===== src/rtl/dmux_stream_router.sv =====
// Registered 1-to-NUM_CH word demux, one cycle in-to-out; a full, stalled lane only holds off words for itself.
// Define DMUX_STREAM_CNT_EN to add per-lane output transfer counters (cnt, cnt_clr).
module dmux_stream_router #(
  parameter int N      = 84,
  parameter int NUM_CH = 4,
  parameter int SEL_W  = $clog2(NUM_CH)
`ifdef DMUX_STREAM_CNT_EN
  ,
  parameter int CNT_W  = 16
`endif
) (
  input  logic                     clk,
  input  logic                     rst_n,
  input  logic                     in_valid,
  output logic                     in_ready,
  input  logic [N-1:0]             in_data,
  input  logic [SEL_W-1:0]         in_sel,
  output logic [NUM_CH-1:0]        out_valid,
  input  logic [NUM_CH-1:0]        out_ready,
  output logic [NUM_CH*N-1:0]      out_data,
`ifdef DMUX_STREAM_CNT_EN
  output logic [NUM_CH*CNT_W-1:0]  cnt,
  input  logic                     cnt_clr,
`endif
  output logic                     sel_err,
  input  logic                     clr_err
);

  localparam logic [SEL_W:0] NUM_CH_X = (SEL_W+1)'(NUM_CH);

  logic [NUM_CH-1:0]        vld;
  logic [NUM_CH-1:0]        acc;
  logic [NUM_CH-1:0]        drain;
  logic [NUM_CH-1:0]        load;
  logic [NUM_CH-1:0][N-1:0] dat;
  logic                     legal;

  assign legal = {1'b0, in_sel} < NUM_CH_X;
  assign acc   = ~vld | out_ready;
  assign drain = vld & out_ready;

  // Out-of-range selects are always accepted so a bad word can never wedge the input.
  always_comb begin
    in_ready = 1'b1;
    load     = '0;
    for (int c = 0; c < NUM_CH; c++) begin
      if (in_sel == SEL_W'(c)) begin
        in_ready = acc[c];
        load[c]  = in_valid && acc[c];
      end
    end
  end

  always_ff @(posedge clk or negedge rst_n) begin
    if (!rst_n) begin
      vld <= '0;
      dat <= '0;
    end else begin
      for (int c = 0; c < NUM_CH; c++) begin
        if (load[c]) begin
          vld[c] <= 1'b1;
          dat[c] <= in_data;
        end else if (drain[c]) begin
          vld[c] <= 1'b0;
          dat[c] <= '0;
        end
      end
    end
  end

  always_ff @(posedge clk or negedge rst_n) begin
    if (!rst_n) begin
      sel_err <= 1'b0;
    end else if (in_valid && !legal) begin
      sel_err <= 1'b1;
    end else if (clr_err) begin
      sel_err <= 1'b0;
    end
  end

  assign out_valid = vld;
  assign out_data  = dat;

`ifdef DMUX_STREAM_CNT_EN
  logic [NUM_CH-1:0][CNT_W-1:0] cnt_q;

  // Clear dominates a coincident transfer.
  always_ff @(posedge clk or negedge rst_n) begin
    if (!rst_n) begin
      cnt_q <= '0;
    end else if (cnt_clr) begin
      cnt_q <= '0;
    end else begin
      for (int c = 0; c < NUM_CH; c++) begin
        if (drain[c]) cnt_q[c] <= cnt_q[c] + CNT_W'(1);
      end
    end
  end

  assign cnt = cnt_q;
`endif

endmodule


===== config.mk =====
export PLATFORM = sky130hd
export DESIGN_NAME = dmux_stream_router
export DESIGN_NICKNAME = d
export VERILOG_FILES = /design/src/rtl/dmux_stream_router.sv
export SDC_FILE = /design/constraint.sdc
export NUM_CORES = 1
export LEC_CHECK = 0
export CAP_MARGIN = 20
export CORE_MARGIN = 2
export CORE_UTILIZATION = 48
export DETAILED_ROUTE_END_ITERATION = 12
export GPL_TIMING_DRIVEN = 0
export PLACE_DENSITY = 0.77
export SYNTH_ARGS = -nofsm -noshare
export SYNTH_HDL_FRONTEND = slang
export SYNTH_SLANG_ARGS = --single-unit
export TNS_END_PERCENT = 30

===== constraint.sdc =====
create_clock -name clk -period 2.2 [get_ports clk]
set_clock_uncertainty 0.05 [all_clocks]
set_input_delay 0.44 -clock clk [delete_from_list [all_inputs] [get_ports clk]]
set_output_delay 0.44 -clock clk [all_outputs]
set_load 0.02 [all_outputs]

==> run metrics <==
# DRC 0; Root Driver clkbuf_16; relative slew slack 29.27%; cts bufs inserted 38; hold buffer count at CTS 0; fmax 440.3 MHz; Post-synth top cells dfrtp_1, a21boi_0, a32o_1; Die Y-Extent 183.0 um; final setup fails 1; total core area 31560 um^2; drt total wl 56560 um; post-layout minimum cycle time 2271 ps; dpl hpwl 39440 um; fillcell total 2360; register-to-register setup slack 10 ps; vias in the first global route 13600; EDFF count, synth 0; setup TNS -71.43 ps; Initial DRC Count 1123; pins over their slew limit 0; Reg2Reg Depth 4; initial antenna violation count 2; Final Hold Viols 35; syn_nets 1315; Worst EP required 1710 ps; synth-to-layout area growth 40.09%; Max Buffers Root-to-Sink 3; status finished, violations left; Starting Density 48.72%; syn_area_per_cell 12.59 um^2; Mapped Cells 1221; CTS tree yes; global route total overflow 0; violated checks hold timing, setup timing; vias per cell 6.498; clock slew at reported path FFs 60 ps; Post-DP Area 20270 um^2; global-route wire length before repair 83230 um; top post-synthesis cells by area dfrtp_1, a32o_1, a21boi_0, clkbuf_1, buf_2; Seq cells post-synth 340; CP Launch Type flip-flop; via count 13820; crit path DAT 1780 ps; clock sink total 340; R2R Path End out_data[4]$_DFFE_PN0P_; fraction of registers with async set/reset 100.0%; CTS H-tree depth 2; Tot GR Track Use 32.74%; leakage 8.656 nW; count leader, synth dfrtp_1; type of the worst setup path reg -> out; Synth area leader dfrtp_1; row cnt 65; Yosys warnings 0; cell total after placement 2058; Slew @ Worst Pin 1061 ps; final period utilization 103.2%; Yosys cell types 23; Clock Latency Late Sink 510 ps; RSZ-0062 raised after global routing yes; worst reg2reg path startpoint out_valid[0]$_DFFE_PN0P_; Crit. End Element output pin; largest net degree at the start of global routing 120; Die Wd 183.0 um; Peak VDD IR 0.6243 mV; DRT Pass-1 Iters 6; Final Net Count 1792; layout cell share with drive strength beyond 1 7.317%; io pins 436; critical path fanouts, max 7; hold_ws -25.23 ps; GPL Wtd Cong 0.8962; Mapped Area 15370 um^2; post-DR wirelength/cell 26.60 um; antenna viol nets, final 0; design area 21540 um^2; ys flop type dfrtp_1; Hold Crit Class in -> async; Synth top area share 55.34%; port bufs 433; DIE AREA 33480 um^2; Seq/Total Area, Yosys 55.34%; Final WS setup -71.43 ps; MaxCap Viol Count 0; Layout Cells excl Fill 2126; power per cell area 915.4 nW/um^2
[layout by cell type (no fill, tap or decap), types with 3 or more instances in the layout]
cell             instances
dfrtp_2                  4
clkbuf_8                 5
nand2_1                  3
dfrtp_1                336
nand2b_4                 3
buf_4                    6
clkinv_2                10
dlygate4sd2_1            3
buf_6                    9
buf_2                   36
clkbuf_16               41
a21boi_0               336
buf_1                   20
clkdlybuf4s50_1        427
clkbuf_1               121
clkbuf_2                 5
a32o_1                 336
[cell type report]
| type | count | area [um^2] | share of cell area [%] |
|---|---|---|---|
| Sequential cell | 340 | 8513 | 39.53 |
| Multi-Input combinational cell | 693 | 6083 | 28.25 |
| Timing Repair Buffer | 440 | 4432 | 20.58 |
| Clock buffer | 54 | 1125 | 5.223 |
| Buffer | 184 | 822.0 | 3.817 |
| Tap cell | 402 | 503.0 | 2.335 |
| Clock inverter | 10 | 50.05 | 0.2324 |
| Antenna cell | 2 | 5.005 | 0.02324 |
| Inverter | 1 | 3.754 | 0.01743 |
[power breakdown]
group	switching, W	leakage (nW)	internal [W]
clock network	0.00251	0.590	0.00354
logic	0.00304	3.65	0.00286
registers	0.000576	4.42	0.00719
[critical path, stage by stage (launching register included)]
cell and delay (ps):
dfrtp_2 520, nand2b_4 110, mux4_2 480, buf_6 160
[state kept, by name (all words and copies together) (netlist names)]
register,count
out_data,336
out_valid,4
[repair_timing]
item,4_1_cts,5_1_grt
gates cloned,0,0
endpoints found under the setup margin,52,124
gates resized for setup,22,20
buffers inserted,1,4
pin swaps,0,0
[worst max path at each step]
stage | startpoint | end | cells past startpoint
detailed placement | out_ready[3] | in_ready | 6
global placement | rst_n | out_data[151]$_DFFE_PN0P_ | 1
CTS | out_valid[0]$_DFFE_PN0P_ | in_ready | 3
floorplan | out_ready[3] | in_ready | 4
global route | out_valid[0]$_DFFE_PN0P_ | in_ready | 3
finish | out_valid[0]$_DFFE_PN0P_ | in_ready | 3
[per-layer routing]
| metal | vias to the layer above | GRT usage, % | routed length, um |
|---|---|---|---|
| li1 | 5888 | - | - |
| met1 | 7060 | 42.68 | 22120 |
| met2 | 711 | 51.36 | 26170 |
| met3 | 156 | 8.757 | 5449 |
| met4 | 0 | 15.07 | 2825 |
| met5 | - | 0 | 0 |
[cells by family after synthesis]
group / share of synthesized area, %
AND/OR/NAND/NOR: 0.8464
flip-flops: 55.34
AO/OA/AOI/OAI: 38.37
multiplexers: 0.1465
other: 0.02439
buffers and inverters: 5.274
[stage by stage]
stage,hold WS [ps],total power [W],worst slack [ps],util [%]
final,-25.23,0.01972,-71.43,68.25
after global routing,39.80,0.02041,-91.96,68.25
after CTS,11.52,0.01976,-89.30,68.06
after detailed placement,550.8,0.01371,-919.2,64.24
after global placement,597.6,0.01360,-14210,64.05
after floorplan,94.41,0.01064,323.4,-
Note: power is estimated with default switching activity, not from simulation.
